--- src/rtl/ch_trigger_capture_if.sv ---
// ch_trigger_capture_if: trigger/readout bus between the capture block and its environment; CH_TRIG_OVERFLOW_CNT_EN adds overflow_cnt.
interface ch_trigger_capture_if #(
  parameter int CNT_W = 10
);
  logic TRIG;
  logic ARM;
  logic READOUT_REQ;
  logic [2:0] trigger_cnt;
  logic [CNT_W-1:0] CA, CB, CC, CD, CE;
  logic INST_READOUT;
  logic BUSY;
`ifdef CH_TRIG_OVERFLOW_CNT_EN
  logic [7:0] overflow_cnt;
`endif
  modport master (
    output TRIG, ARM, READOUT_REQ,
    input trigger_cnt, CA, CB, CC, CD, CE, INST_READOUT, BUSY
`ifdef CH_TRIG_OVERFLOW_CNT_EN
    , overflow_cnt
`endif
  );
  modport slave (
    input TRIG, ARM, READOUT_REQ,
    output trigger_cnt, CA, CB, CC, CD, CE, INST_READOUT, BUSY
`ifdef CH_TRIG_OVERFLOW_CNT_EN
    , overflow_cnt
`endif
  );
endinterface

--- src/rtl/ch_trigger_capture.sv ---
// ch_trigger_capture: per-channel trigger timestamp capture into 5 slots with snapshot strobe; CH_TRIG_OVERFLOW_CNT_EN adds overflow_cnt.
module ch_trigger_capture #(
  parameter int CNT_W = 10,
  parameter int SYNC_STAGES = 2,
  parameter int RD_PULSE_CYCLES = 4
) (
  input logic CLK,
  input logic RST,
  ch_trigger_capture_if.slave bus
);
  localparam int PW = $clog2(RD_PULSE_CYCLES + 1);
  typedef enum logic [1:0] {IDLE, ARMED, READOUT, CLEAR} state_t;
  state_t state_q, state_d;
  logic [SYNC_STAGES-1:0] sync_q;
  logic sync_prev_q;
  logic ev;
  logic [CNT_W-1:0] cnt_q, cnt_d;
  logic [2:0] tcnt_q, tcnt_d;
  logic [PW-1:0] pc_q, pc_d;
  logic [CNT_W-1:0] slot_q [5];
  logic [CNT_W-1:0] slot_d [5];
  logic rd_q, busy_q;
  assign ev = sync_q[SYNC_STAGES-1] & ~sync_prev_q;
  always_ff @(posedge CLK) begin
    if (RST) state_q <= IDLE;
    else state_q <= state_d;
  end
  always_comb begin
    state_d = state_q;
    cnt_d = cnt_q;
    tcnt_d = tcnt_q;
    pc_d = pc_q;
    slot_d = slot_q;
    case (state_q)
      IDLE: begin
        if (bus.READOUT_REQ) begin
          state_d = READOUT;
          pc_d = '0;
        end else if (bus.ARM) begin
          state_d = ARMED;
          cnt_d = '0;
        end
      end
      ARMED: begin
        cnt_d = cnt_q + CNT_W'(1);
        if (ev && tcnt_q < 3'd5) begin
          slot_d[tcnt_q] = cnt_q;
          tcnt_d = tcnt_q + 3'd1;
        end
        if (bus.READOUT_REQ) begin
          state_d = READOUT;
          pc_d = '0;
        end else if (!bus.ARM) state_d = IDLE;
      end
      READOUT: begin
        pc_d = pc_q + PW'(1);
        if (pc_q == PW'(RD_PULSE_CYCLES - 1)) state_d = CLEAR;
      end
      CLEAR: begin
        slot_d = '{default: '0};
        tcnt_d = '0;
        cnt_d = '0;
        state_d = bus.ARM ? ARMED : IDLE;
      end
      default: state_d = IDLE;
    endcase
  end
  // strobe and busy are registered from the next state so they align with it and never glitch
  always_ff @(posedge CLK) begin
    if (RST) begin
      sync_q <= '0;
      sync_prev_q <= 1'b0;
      cnt_q <= '0;
      tcnt_q <= '0;
      pc_q <= '0;
      slot_q <= '{default: '0};
      rd_q <= 1'b0;
      busy_q <= 1'b0;
    end else begin
      sync_q <= {sync_q[SYNC_STAGES-2:0], bus.TRIG};
      sync_prev_q <= sync_q[SYNC_STAGES-1];
      cnt_q <= cnt_d;
      tcnt_q <= tcnt_d;
      pc_q <= pc_d;
      slot_q <= slot_d;
      rd_q <= state_d == READOUT;
      busy_q <= state_d == READOUT || state_d == CLEAR;
    end
  end
`ifdef CH_TRIG_OVERFLOW_CNT_EN
  logic [7:0] ovf_q, ovf_d;
  assign ovf_d = state_q == CLEAR ? 8'd0 :
                 (state_q == ARMED && ev && tcnt_q == 3'd5 && ovf_q != 8'hff) ? ovf_q + 8'd1 : ovf_q;
  always_ff @(posedge CLK) ovf_q <= RST ? 8'd0 : ovf_d;
  assign bus.overflow_cnt = ovf_q;
`else
`endif
  assign bus.trigger_cnt = tcnt_q;
  assign bus.CA = slot_q[0];
  assign bus.CB = slot_q[1];
  assign bus.CC = slot_q[2];
  assign bus.CD = slot_q[3];
  assign bus.CE = slot_q[4];
  assign bus.INST_READOUT = rd_q;
  assign bus.BUSY = busy_q;
endmodule
--- src/flat_wrapper.sv ---
// flat-port wrapper written by rule: the top's interface ports become plain ports
module ch_trigger_capture_flat 
#(
  parameter int CNT_W = 10,
  parameter int SYNC_STAGES = 2,
  parameter int RD_PULSE_CYCLES = 4
)
  (CLK, RST, bus_TRIG, bus_ARM, bus_READOUT_REQ, bus_trigger_cnt, bus_CA, bus_CB, bus_CC, bus_CD, bus_CE, bus_INST_READOUT, bus_BUSY);
  ch_trigger_capture_if #(.CNT_W(CNT_W)) bus_i ();
  input logic CLK;
  input logic RST;
  input wire logic [$bits(bus_i.TRIG)-1:0] bus_TRIG;
  input wire logic [$bits(bus_i.ARM)-1:0] bus_ARM;
  input wire logic [$bits(bus_i.READOUT_REQ)-1:0] bus_READOUT_REQ;
  output wire logic [$bits(bus_i.trigger_cnt)-1:0] bus_trigger_cnt;
  output wire logic [$bits(bus_i.CA)-1:0] bus_CA;
  output wire logic [$bits(bus_i.CB)-1:0] bus_CB;
  output wire logic [$bits(bus_i.CC)-1:0] bus_CC;
  output wire logic [$bits(bus_i.CD)-1:0] bus_CD;
  output wire logic [$bits(bus_i.CE)-1:0] bus_CE;
  output wire logic [$bits(bus_i.INST_READOUT)-1:0] bus_INST_READOUT;
  output wire logic [$bits(bus_i.BUSY)-1:0] bus_BUSY;
  assign bus_i.TRIG = bus_TRIG;
  assign bus_i.ARM = bus_ARM;
  assign bus_i.READOUT_REQ = bus_READOUT_REQ;
  assign bus_trigger_cnt = bus_i.trigger_cnt;
  assign bus_CA = bus_i.CA;
  assign bus_CB = bus_i.CB;
  assign bus_CC = bus_i.CC;
  assign bus_CD = bus_i.CD;
  assign bus_CE = bus_i.CE;
  assign bus_INST_READOUT = bus_i.INST_READOUT;
  assign bus_BUSY = bus_i.BUSY;
  ch_trigger_capture #(.CNT_W(CNT_W), .SYNC_STAGES(SYNC_STAGES), .RD_PULSE_CYCLES(RD_PULSE_CYCLES)) u_core (.CLK(CLK), .RST(RST), .bus(bus_i));
endmodule
--- config.mk ---
export PLATFORM = sky130hd
export DESIGN_NAME = ch_trigger_capture_flat
export DESIGN_NICKNAME = d
export VERILOG_FILES = /design/src/rtl/ch_trigger_capture_if.sv /design/src/rtl/ch_trigger_capture.sv /design/src/flat_wrapper.sv
export SDC_FILE = /design/constraint.sdc
export NUM_CORES = 1
export LEC_CHECK = 0
export CORE_AREA = 2 2 139 73
export CTS_BUF_LIST = sky130_fd_sc_hd__clkbuf_2
export DETAILED_ROUTE_END_ITERATION = 8
export DIE_AREA = 0 0 141 75
export PLACE_DENSITY = 0.63
export RECOVER_POWER = 50
export SLEW_MARGIN = 25
export SYNTH_ARGS = -nofsm -noshare
export SYNTH_HDL_FRONTEND = slang
export SYNTH_SLANG_ARGS = --single-unit
--- constraint.sdc ---
create_clock -name CLK -period 4.71 [get_ports CLK]
set_clock_uncertainty 0.15 [all_clocks]
set_input_delay 0.942 -clock CLK [delete_from_list [all_inputs] [get_ports CLK]]
set_output_delay 0.942 -clock CLK [all_outputs]
set_load 0.01 [all_outputs]
==> key figures <==
Setup path
  – R2R setup slack: 2060 ps
  – Bufs and invs on worst path: 3
  – Crit end category: flop
  – Critical Path Stages: 6
  – Worst setup endpoint: u_core.bus.CC[8]
  – Worst reg2reg endpoint: u_core.bus.CC[8]
  – CP Cell Sequence: dlygate4sd3_1 -> a21oi_1 -> buf_16 -> buf_4 -> nand2_1 -> mux2i_1
  – Worst stage delay on the critical path: 1200 ps
  – Critical path fanouts, max: 26
  – Slowest-stage cell, CP: a21oi_1
  – Worst EP required: 5030 ps
  – CP Launch Point: RST
  – CP top delay family: buffers and inverters
  – CP arrival: 3570 ps
  – Kind of critical path: in2reg
  – Crit Reg-Reg Startpoint: u_core.state_q[0]
  – Critical path startpoint category: input pin
  – Worst Reg-to-Reg Cells: 5

Synthesis
  – Cell area after synthesis: 3020 um^2
  – Synth Warn #: 0
  – Cell variety after synth: 40
  – Nets in the synthesized netlist: 327
  – Synthesized instance count: 318
  – Avg Inst Size Synth: 9.50 um^2
  – Sequential area share after synthesis: 48.4%
  – Seq cells post-synth: 73
  – Post-synth EDFFs: 0
  – Async SR Flop Fraction: 0%
  – Most used DFF post-synth: dfxtp_1

Hold path
  – Hold Crit Class: reg2reg
  – Hold Path Stages: 1

STA
  – Setup TNS: 0 ps
  – RSZ-0062 raised after global routing: no
  – Setup ws final: 1460 ps
  – Crit share post-route: 69.0%
  – Worst-Margin Slew: 1510 ps
  – # setup viols final: 0
  – Period minus WS final: 3250 ps
  – Slew Limit Fails: 18
  – Endpoints failing hold: 0
  – Slew HR: -0.794%
  – Max Clock Freq: 308 MHz

Routing
  – Initial DRC count: 126
  – Via/cell ratio: 4.85
  – DRT antenna net count: 0
  – Wirelength per Cell: 13.8 um
  – Drt drc: 0
  – Vias: 2391
  – WL final: 6810 um
  – Pre-antenna DRT Iters: 4

Clock network
  – Buffer count from post-CTS setup fixing: 0
  – Max clock buf depth: 2
  – Clk root buf: clkbuf_2
  – # H-tree levels: 3
  – CTS Hold Bufs: 0
  – Worst-skew pair later-pin latency: 540 ps
  – CTS sink count: 73
  – CTS Buf Count: 9
  – Post-CTS resize count: 0
  – CTS tree: yes
  – Clk pin slew, worst setup/hold paths: 200 ps

Pwr
  – VDD IR max: 171 uV
  – Power density cells: 274 nW/um^2
  – Pleak: 1.40 nW

Layout
  – Nets: 375
  – Fillcell total: 936
  – Share of layout cells above drive strength 1: 6.47%
  – Area grow syn2layout: 24.7%

Global route
  – Initial antenna violation count: 1
  – Tot GR Track Use: 13.4%
  – First-pass GRT wire length: 10900 um
  – Largest net degree at the start of global routing: 44
  – Vias in the first global route: 2197
  – GRT overflow: 0

Status
  – Failing checks: capacitance limit, slew limit
  – Outcome: finished with violations

Die
  – Cell row count: 25
  – Starting density of the core: 32.5%
  – Num ports: 60
  – Chip height: 75 um
  – Die width: 141 um
  – Core ar.: 9290 um^2
  – Die area: 10600 um^2

Placement
  – Gpl congestion: 0.740
  – I/O Buffers: 59
  – Setup Slack @ Placement: 1360 ps
  – DP HPWL: 4740 um

Run
  – Max-Cap Viols: 1
[state kept, by name (all words and copies together) (netlist names)]
name / flops
u_core.bus.CD: 10
u_core.bus.trigger_cnt: 3
u_core.pc_q: 3
u_core.bus.CE: 10
u_core.sync_prev_q: 1
u_core.bus.BUSY: 1
u_core.state_q: 2
u_core.cnt_q: 10
u_core.bus.CB: 10
u_core.bus.CA: 10
u_core.bus.CC: 10
u_core.sync_q: 2
u_core.bus.INST_READOUT: 1
[Yosys cell counts, types with 2 or more instances]
master,number,area [um^2]
a2111oi_4,2,55.1
a211oi_1,3,22.5
a21oi_1,21,105
and3b_1,2,17.5
buf_2,12,60.1
clkbuf_1,10,37.5
dfxtp_1,73,1460
ha_1,4,50.1
inv_1,3,11.3
mux2i_1,46,460
nand2_1,56,210
nand2b_1,2,12.5
nand3_1,21,105
nand3b_1,8,60.1
nand4_1,3,18.8
nor2_1,7,26.3
nor2b_1,5,31.3
nor3b_1,2,15.0
nor4_1,2,12.5
o21ai_0,15,75.1
o21bai_1,2,15.0
[layout make-up]
cell class | instances | area (um^2) | share of cell area, %
sequential | 73 | 1460 | 38.8
multi-input combinational | 217 | 1390 | 36.9
timing repair buffer | 62 | 633 | 16.8
tap | 121 | 151 | 4.02
clock inverter | 6 | 67.6 | 1.79
clock buffer | 10 | 50.0 | 1.33
inverter | 3 | 11.3 | 0.299
antenna | 1 | 2.50 | 0.0664
[metrics by stage]
stage,hold WS (ps),instances,util (%),cell area (um^2),power [mW]
after global routing,328,493,40.5,3770,1.08
after global placement,284,475,39.4,3660,0.683
after CTS,316,491,40.7,3780,1.05
after floorplan,264,318,-,3020,0.672
final,313,493,40.5,3770,1.03
after detailed placement,282,475,39.4,3660,0.684
[how the worst min path moves through the flow]
| stage | from | endpoint | slack [ps] |
|---|---|---|---|
| floorplan | u_core.sync_q[0] | u_core.sync_q[1] | 260 |
| global placement | u_core.sync_q[0] | u_core.sync_q[1] | 280 |
| detailed placement | u_core.sync_q[0] | u_core.sync_q[1] | 280 |
| CTS | u_core.sync_q[0] | u_core.sync_q[1] | 320 |
| global route | u_core.sync_q[0] | u_core.sync_q[1] | 330 |
| finish | u_core.sync_q[0] | u_core.sync_q[1] | 310 |
[power breakdown]
group / total (mW) / internal [mW] / switching, mW
Sequential: 0.629 / 0.624 / 0.00563
Clock: 0.359 / 0.126 / 0.233
Combinational: 0.0431 / 0.0164 / 0.0267
Total: 1.03 / 0.766 / 0.265
[worst register-to-register path, stage by stage (launching register included)]
cell and delay [ps]:
dfxtp_1 490, a21oi_1 1220, buf_16 250, buf_4 270
nand2_1 80, mux2i_1 130
[metal layers]
layer	share of wire [%]	GRT usage, %	up-vias
met5	0	0	-
met4	1.2	5.00	0
met3	5.2	5.28	7
met2	42	19.9	55
met1	51	17.8	1121
li1	-	-	1208
[cells in the final DEF (no fill, tap or decap), drive strengths merged, types with 2 or more instances in the layout]
cell | Yosys | layout
a2111oi | 3 | 3
a21oi | 22 | 22
nor2b | 5 | 5
nor4 | 2 | 2
dlygate4sd3 | 0 | 2
inv | 3 | 4
nor2 | 7 | 7
clkinv | 0 | 2
nand4 | 3 | 3
buf | 15 | 3
mux2i | 46 | 46
o21ai | 15 | 15
and3b | 2 | 2
nor3b | 2 | 2
ha | 4 | 4
nand3 | 22 | 22
clkbuf | 10 | 10
nand3b | 8 | 8
nand2b | 2 | 2
dfxtp | 73 | 73
clkinvlp | 0 | 2
clkdlybuf4s50 | 0 | 57
nand2 | 57 | 57
or3b | 2 | 2
o21bai | 2 | 2
a211oi | 3 | 3
[cells by family after synthesis]
group | Yosys count | synth area share (%)
multiplexers | 47 | 15.6
AO/OA/AOI/OAI | 49 | 10.7
AND/OR/NAND/NOR | 117 | 19.3
adder cells (fa/ha/maj) | 4 | 1.66
buffers and inverters | 28 | 4.35
flip-flops | 73 | 48.4
No activity file was read; power rests on OpenSTA's default activity.
